File: config.mk
export PLATFORM = sky130hd
export DESIGN_NAME = ball_bounce_controller
export DESIGN_NICKNAME = d
export VERILOG_FILES = /design/src/rtl/ball_bounce_controller.sv
export SDC_FILE = /design/constraint.sdc
export NUM_CORES = 1
export LEC_CHECK = 0
export CORE_MARGIN = 4
export CORE_UTILIZATION = 25
export DETAILED_ROUTE_END_ITERATION = 8
export PLACE_DENSITY_LB_ADDON = 0.05
export SETUP_SLACK_MARGIN = 0.05
export SLEW_MARGIN = 20
export SYNTH_ARGS = -nofsm -noshare
export SYNTH_HDL_FRONTEND = slang
export SYNTH_SLANG_ARGS = --single-unit
File: constraint.sdc
create_clock -name clk -period 9.7 [get_ports clk]
set_input_delay 1.455 -clock clk [delete_from_list [all_inputs] [get_ports clk]]
set_output_delay 1.455 -clock clk [all_outputs]
set_load 0.03 [all_outputs]
File: src/rtl/ball_bounce_controller.sv
// Ball motion controller: fixed-point position and velocity advanced once per frame,
// guarded edge bounces, life loss with a stun period, and a game-over freeze.
module ball_bounce_controller #(
  parameter int INITIAL_X              = 280,
  parameter int INITIAL_Y              = 185,
  parameter int INITIAL_X_SPEED        = 40,
  parameter int INITIAL_Y_SPEED        = 20,
  parameter int Y_ACCEL                = 1,
  parameter int MAX_Y_SPEED            = 230,
  parameter int FIXED_POINT_MULTIPLIER = 64,
  parameter int LIVES                  = 3,
  parameter int STUN_FRAMES            = 15
) (
  input  logic               clk,
  input  logic               resetN,
  input  logic               startOfFrame,
  input  logic               collision,
  input  logic               SingleHitPulse,
  input  logic [3:0]         HitEdgeCode,
  input  logic               restart,
  output logic signed [10:0] topLeftX,
  output logic signed [10:0] topLeftY,
  output logic [3:0]         lives,
  output logic               stunned,
  output logic               game_over
);

  localparam int                 SHIFT     = $clog2(FIXED_POINT_MULTIPLIER);
  localparam logic signed [31:0] X_RST     = 32'(INITIAL_X * FIXED_POINT_MULTIPLIER);
  localparam logic signed [31:0] Y_RST     = 32'(INITIAL_Y * FIXED_POINT_MULTIPLIER);
  localparam logic signed [31:0] XS_RST    = 32'(INITIAL_X_SPEED);
  localparam logic signed [31:0] YS_RST    = 32'(INITIAL_Y_SPEED);
  localparam logic signed [31:0] YS_ACC    = 32'(Y_ACCEL);
  localparam logic signed [31:0] YS_MAX    = 32'(MAX_Y_SPEED);
  localparam logic signed [10:0] TLX_RST   = 11'(INITIAL_X);
  localparam logic signed [10:0] TLY_RST   = 11'(INITIAL_Y);
  localparam logic [3:0]         LIVES_RST = 4'(LIVES);
  localparam logic [7:0]         STUN_RST  = 8'(STUN_FRAMES);

  typedef enum logic [1:0] {S_RUN, S_STUN, S_OVER} state_t;

  state_t                state_q, state_d;
  logic signed [31:0]    x_q, x_d, y_q, y_d;
  logic signed [31:0]    xs_q, xs_d, ys_q, ys_d;
  logic signed [31:0]    xs_n, ys_n;
  logic signed [10:0]    tlx_q, tlx_d, tly_q, tly_d;
  logic [3:0]            pend_q, pend_d;
  logic [3:0]            lives_q, lives_d;
  logic [7:0]            cnt_q, cnt_d;
  logic                  hit_run;

  function automatic logic signed [31:0] sat_yspeed(input logic signed [31:0] v);
    return (v > YS_MAX) ? YS_MAX : v;
  endfunction

  function automatic logic signed [10:0] to_pixel(input logic signed [31:0] v);
    return 11'(v >>> SHIFT);
  endfunction

  assign hit_run = (state_q == S_RUN) && SingleHitPulse && (lives_q != 4'd0);

  always_ff @(posedge clk or negedge resetN) begin
    if (!resetN) state_q <= S_RUN;
    else         state_q <= state_d;
  end

  always_comb begin
    state_d = state_q;
    if (restart) begin
      state_d = S_RUN;
    end else begin
      case (state_q)
        S_RUN:   if (hit_run) state_d = (lives_q == 4'd1) ? S_OVER : S_STUN;
        S_STUN:  if (startOfFrame && (cnt_q <= 8'd1)) state_d = S_RUN;
        default: state_d = state_q;
      endcase
    end
  end

  always_comb begin
    stunned   = (state_q == S_STUN);
    game_over = (state_q == S_OVER);
  end

  // Guarded negation: only reverse when moving into the touched side, so a
  // ball still overlapping the edge on the next frame does not bounce back.
  always_comb begin
    xs_n = xs_q;
    ys_n = ys_q;
    if ((pend_q[0] && (xs_q < 32'sd0)) || (pend_q[2] && (xs_q > 32'sd0))) xs_n = -xs_q;
    if ((pend_q[3] && (ys_q < 32'sd0)) || (pend_q[1] && (ys_q > 32'sd0))) ys_n = -ys_q;
  end

  always_comb begin
    x_d     = x_q;
    y_d     = y_q;
    xs_d    = xs_q;
    ys_d    = ys_q;
    pend_d  = pend_q;
    lives_d = lives_q;
    cnt_d   = cnt_q;
    if (restart) begin
      x_d     = X_RST;
      y_d     = Y_RST;
      xs_d    = XS_RST;
      ys_d    = YS_RST;
      pend_d  = 4'd0;
      lives_d = LIVES_RST;
      cnt_d   = 8'd0;
    end else begin
      if (state_q != S_OVER) begin
        if (startOfFrame)   pend_d = collision ? HitEdgeCode : 4'd0;
        else if (collision) pend_d = pend_q | HitEdgeCode;
      end
      if ((state_q == S_RUN) && startOfFrame) begin
        xs_d = xs_n;
        x_d  = x_q + xs_n;
        y_d  = y_q + ys_n;
        ys_d = sat_yspeed(ys_n + YS_ACC);
      end
      if (hit_run) begin
        lives_d = lives_q - 4'd1;
        cnt_d   = STUN_RST;
      end
      if ((state_q == S_STUN) && startOfFrame) cnt_d = cnt_q - 8'd1;
    end
    tlx_d = to_pixel(x_d);
    tly_d = to_pixel(y_d);
  end

  always_ff @(posedge clk or negedge resetN) begin
    if (!resetN) begin
      x_q     <= X_RST;
      y_q     <= Y_RST;
      xs_q    <= XS_RST;
      ys_q    <= YS_RST;
      pend_q  <= 4'd0;
      lives_q <= LIVES_RST;
      cnt_q   <= 8'd0;
      tlx_q   <= TLX_RST;
      tly_q   <= TLY_RST;
    end else begin
      x_q     <= x_d;
      y_q     <= y_d;
      xs_q    <= xs_d;
      ys_q    <= ys_d;
      pend_q  <= pend_d;
      lives_q <= lives_d;
      cnt_q   <= cnt_d;
      tlx_q   <= tlx_d;
      tly_q   <= tly_d;
    end
  end

  assign topLeftX = tlx_q;
  assign topLeftY = tly_q;
  assign lives    = lives_q;

endmodule

==> results.cfg, run 1 <==
[synthesis]
ys_seq_area_frac = 0.311
syn_nets = 1141
synth_compound_area_frac = 0.204
synth_cell_types = 96
synth_fa_ha_area_frac = 0.0577
synth_top_family_by_area = simple AND/OR/NAND/NOR gates
synth_xor_xnor_area_share = 0.106
synth_top_area_cell = dfrtp_1
yosysMostFrequentCell = nor2_1
synthMuxAreaShare = 0.00935
netlist.area_leader.share = 0.271
synth_commonest_cells = 125 x nor2_1, 100 x dfrtp_1, 97 x nand2_1, 80 x a21oi_1, 59 x xor2_1
synthTopCellsByArea = dfrtp_1 27%, xor2_1 5.6%, ha_1 5.6%
yosysWarningCount = 0
yosys.area_share.simple = 0.253
ys_async_sr_fraction = 1.00
synth_top_flop_cell = dfrtp_1
syn_avg_cell_area_um2 = 8.48
ys_seq_elements = 114
synth_enable_flop_cells = 0
syn-cell-area_um2 = 9240
synth_cells = 1089

[cts]
cts_setup_buffers = 0
cts_tree = yes
hold_buffers = 0
clock_latency_ns = 0.44
cts-buffers-inserted = 17
ctsResizeCount = 0
clk_pin_slew_worst_paths_ns = 0.06
cts_htree_levels = 4
cts_root_buf = clkbuf_16
clk_path_buf_depth = 2
cts_sinks = 114

[worst_hold_path]
worstHoldPathType = reg -> reg

[status]
status = finished clean

[critical_path]
start_kind = flop
worst_ep_required_time_ns = 10.06
cp-end-kind = flop
endpoint = x_q[16]$_DFFE_PN0P_
r2r_start = xs_q[8]$_DFFE_PN0P_
worstSetupPathType = reg -> reg
reg2reg_slack_ns = 3.55
crit_fanout = 19
critPathLaunch = xs_q[8]$_DFFE_PN0P_
ff2ff_path_depth = 20
r2r-end = x_q[16]$_DFFE_PN0P_
cp.arrival_ns = 6.51

[place]
dp_slack_ns = 3.50
placedCellCount = 1530
hpwlAfterDp_um = 22000
io_buffer_count = 37
place.gp.congestion = 0.756

[drt]
wire_per_inst_um = 19.6
avgViaCountPerCell = 5.12
vias = 7997
drtIter0Drc = 360
drc = 0
final_antenna_net_count = 0
drt-total-wl_um = 30700
drt_pre_antenna_iters = 5

[sta]
fin_setup_tns_ns = 0
slew_headroom = 0.338
maxSlewViolCount = 0
worst_slew_pin_slew_ns = 0.993
fmax_ghz = 0.163
skew_ns = 0.0149
setup_viol = 0
min_period_ns = 6.15
setup_slack_ns = 3.55
fin_crit_sh = 0.634
rsz0062_at_grt = no
hold_viol = 0

[finish]
fin_util = 0.285
final_cells = 1562
nets = 1133
area_growth_pct = 12.8
n_antenna_cell = 0
drive_above_1_share = 0.0978

[grt]
first_global_vias = 8162
grt_pass1_wl_um = 49300
grt_usage = 0.155
antenna_found_initial = 0
grt_overflow = 0
grt_start_max_net_pins = 71

[power]
power_density_nw_per_um2 = 202
peakVddDrop_mv = 0.113
leakagePower_nw = 4.30

[floorplan]
die_y_um = 200
core_um2 = 36500
row_count = 70
die_area_um2 = 40100
ios = 38
initial_core_util = 0.253
die_w_um = 200

[flow_run]
drv.max_cap_violation_count = 0
flip-flops by register name, summed over array words and instances, names as in the netlist:
name	count
state_q	2
ys_q	32
xs_q	31
lives	4
pend_q	4
x_q	16
cnt_q	8
y_q	17
metal layers:
| metal | routed length, um | share of wire | GRT usage |
|---|---|---|---|
| met1 | 14400 | 0.47 | 0.206 |
| met2 | 15200 | 0.49 | 0.263 |
| met3 | 711 | 0.023 | 0.0278 |
| met4 | 431 | 0.014 | 0.0388 |
| met5 | 0 | 0 | 0 |
power breakdown:
| part | total (W) | switching (W) | internal (W) | leakage, nW |
|---|---|---|---|---|
| combinational | 0.000854 | 0.000525 | 0.000329 | 2.52 |
| clock | 0.000604 | 0.000257 | 0.000348 | 0.270 |
| sequential | 0.000643 | 0.0000925 | 0.000550 | 1.51 |
stage by stage:
step | hold WS, ns | cell area [um2] | power (W)
3_3_place_gp | 0.515 | 9870 | 0.00153
2_1_floorplan | 0.487 | 9240 | 0.00128
3_5_place_dp | 0.523 | 9870 | 0.00151
6_report | 0.533 | 10400 | 0.00210
4_1_cts | 0.535 | 10400 | 0.00214
5_1_grt | 0.559 | 10400 | 0.00226
worst max-delay path, stage by stage (launching register included):
cell,delay (ns)
dfrtp_1,0.42
or4_1,0.61
or4_1,0.51
or2_2,0.37
nand2b_1,0.27
o311ai_0,0.34
a21boi_2,0.20
buf_4,0.24
mux2_2,0.37
ha_1,0.30
a21o_1,0.21
a21o_1,0.20
a21oi_1,0.23
o21bai_1,0.13
a21oi_1,0.34
o211ai_1,0.21
a311oi_1,0.39
o21bai_1,0.13
xnor2_1,0.14
or3_1,0.32
a21oi_1,0.14
layout by cell type (no fill, tap or decap), drive strengths merged, types with 15 or more instances in the layout:
cell,instances
ha,41
clkbuf,21
a21oi,82
nor4,18
inv,40
o31ai,15
xor2,60
o21ai,43
dfrtp,100
nor2,125
nand4,21
nor3,49
nand2,98
xnor2,51
or3,20
clkdlybuf4s50,35
nand3,28
kinds of logic after synthesis:
kind of cell	after synthesis
XOR/XNOR	111
adder cells (fa/ha/maj)	42
AND/OR/NAND/NOR	436
AO/OA/AOI/OAI	266
multiplexers	8
flip-flops	114
buffers and inverters	112
worst min path at each step:
stage,start,end,slack (ns),depth (start not counted)
6_report,y_q[0]$_DFFE_PN0P_,y_q[0]$_DFFE_PN0P_,0.53,2
5_1_grt,lives[1]$_DFFE_PN1P_,lives[1]$_DFFE_PN1P_,0.56,2
4_1_cts,y_q[0]$_DFFE_PN0P_,y_q[0]$_DFFE_PN0P_,0.53,2
3_5_place_dp,y_q[5]$_DFFE_PN0P_,y_q[5]$_DFFE_PN0P_,0.52,2
3_3_place_gp,y_q[4]$_DFFE_PN0P_,y_q[4]$_DFFE_PN0P_,0.52,2
2_1_floorplan,x_q[4]$_DFFE_PN0P_,x_q[4]$_DFFE_PN0P_,0.49,2
area by class of cell:
| class | count | area, um2 |
|---|---|---|
| clock inverter | 11 | 78.8 |
| sequential | 114 | 2870 |
| inverter | 37 | 139 |
| multi-input combinational | 863 | 5830 |
| timing repair buffer | 48 | 452 |
| fill | 3888 | 26100 |
| clock buffer | 21 | 470 |
| tap | 468 | 586 |
Note: power is estimated with default switching activity, not from simulation.
==> run 2: changes to the inputs <==
==> constraint.sdc (replaced) <==
create_clock -name clk -period 5.6 [get_ports clk]
set_input_delay 0.84 -clock clk [delete_from_list [all_inputs] [get_ports clk]]
set_output_delay 0.84 -clock clk [all_outputs]
set_load 0.03 [all_outputs]
==> results.cfg, run 2 (same netlist as run 1, synthesis figures left out) <==
[finish]
reg.largest.list = ys_q x32, xs_q x31, y_q x17
area_growth_pct = 16.9
multi_input_area_um2 = 5850
largest-register = ys_q
register_area_um2 = 2870
final_common_cell = nor2_1
n_fill_cell = 3883
n_antenna_cell = 0
final_cell_mix = 124 x nor2_1, 100 x dfrtp_1, 96 x nand2_1, 78 x a21oi_1, 59 x xor2_1
nets = 1167
drive_above_1_share = 0.128
largest_reg_flops = 32

[place]
io_buffer_count = 37
hpwlAfterDp_um = 22300
place.gp.congestion = 0.785

[cts]
cts_sinks = 114
cts-buffers-inserted = 17
clk_pin_slew_worst_paths_ns = 0.06
cts_tree = yes
hold_buffers = 0
cts_root_buf = clkbuf_16
clock_latency_ns = 0.44
clk_path_buf_depth = 2
cts_setup_buffers = 0
cts_htree_levels = 4

[critical_path]
reg2reg_slack_ns = 0.40
cp-end-kind = flop
start_kind = flop
r2r_start = xs_q[8]$_DFFE_PN0P_
worst_ep_required_time_ns = 5.96
ff2ff_path_depth = 20
cp.arrival_ns = 5.56
worstSetupPathType = reg -> reg
r2r-end = x_q[16]$_DFFE_PN0P_
crit_fanout = 3

[power]
power_density_nw_per_um2 = 360
peakVddDrop_mv = 0.215
leakagePower_nw = 4.52

[drt]
avgViaCountPerCell = 5.04
drt_pre_antenna_iters = 5
drc = 0
wire_per_inst_um = 19.2
drt-total-wl_um = 30700
vias = 8037
drtIter0Drc = 450
final_antenna_net_count = 0

[floorplan]
ios = 38
initial_core_util = 0.253
die_y_um = 200
core_um2 = 36500
die_w_um = 200
row_count = 70
die_area_um2 = 40100

[grt]
grt_pass1_wl_um = 49900
antenna_found_initial = 0
grt_overflow = 0
grt_usage = 0.156
first_global_vias = 8370
grt_start_max_net_pins = 73

[sta]
maxSlewViolCount = 0
min_period_ns = 5.20
setup_viol = 0
fin_setup_tns_ns = 0
fin_crit_sh = 0.928
hold-worst-slack_ns = 0.433
hold_viol = 0
fmax_ghz = 0.192
worst_slew_pin_slew_ns = 0.751
rsz0062_at_grt = no
slew_headroom = 0.499
skew_ns = 0.00916

[worst_hold_path]
worstHoldPathType = in -> async

[status]
status = finished clean

[flow_run]
drv.max_cap_violation_count = 0
run 2: final cells by class:
class                      instances  area share
timing repair buffer              82      0.0654
sequential                       114       0.266
multi-input combinational        863       0.541
clock inverter                    12      0.0190
tap                              468      0.0542
inverter                          37      0.0129
clock buffer                      20      0.0413
run 2: power by group:
group	total, W	switching (W)	internal [W]
Combinational	0.00153	0.000926	0.000607
Clock	0.00125	0.000446	0.000803
Sequential	0.00111	0.000153	0.000953
Total	0.00389	0.00152	0.00236
run 2: layer usage:
metal | track usage | wire, um
met2 | 0.258 | 14400
met3 | 0.0288 | 709
met5 | 0 | 0
met4 | 0.0435 | 613
met1 | 0.210 | 14900
run 2: what timing repair did:
item                       in CTS  in global routing
hold endpoints to repair        0                  0
setup endpoints to repair       1                  4
resized for setup               1                  5
pin swaps                       0                  5
run 2: stage by stage:
stage	setup WS [ns]	util	power, W	area (um2)	cells
floorplan	0.0614	-	0.00222	9240	1089
global placement	0.108	0.277	0.00268	10100	1564
detailed placement	0.0714	0.277	0.00266	10100	1564
CTS	0.102	0.295	0.00395	10800	1596
global route	0.0556	0.296	0.00419	10800	1596
finish	0.402	0.296	0.00389	10800	1596
run 2: worst max-delay path by stage:
| stage | start | endpoint | slack [ns] |
|---|---|---|---|
| floorplan | xs_q[8]$_DFFE_PN0P_ | x_q[16]$_DFFE_PN0P_ | 0.06 |
| global placement | xs_q[8]$_DFFE_PN0P_ | x_q[16]$_DFFE_PN0P_ | 0.11 |
| detailed placement | xs_q[8]$_DFFE_PN0P_ | x_q[16]$_DFFE_PN0P_ | 0.07 |
| CTS | xs_q[8]$_DFFE_PN0P_ | x_q[16]$_DFFE_PN0P_ | 0.10 |
| global route | xs_q[8]$_DFFE_PN0P_ | x_q[16]$_DFFE_PN0P_ | 0.06 |
| finish | xs_q[8]$_DFFE_PN0P_ | x_q[16]$_DFFE_PN0P_ | 0.40 |
run 2: worst max-delay path, stage by stage, from the launching register on:
cell and delay [ns]:
dfrtp_1 0.38, or4_1 0.56, or4_4 0.45, or2_2 0.30, nand2b_1 0.17, o311ai_1 0.22, a21boi_2 0.22, mux2_2 0.37
ha_1 0.30, a21o_1 0.21, a21o_1 0.23, a21oi_4 0.17, o21bai_2 0.09, a21oi_2 0.17, o211ai_1 0.14, a311oi_1 0.29
buf_4 0.17, o21bai_1 0.07, xnor2_1 0.13, or3_1 0.31, a21oi_1 0.15
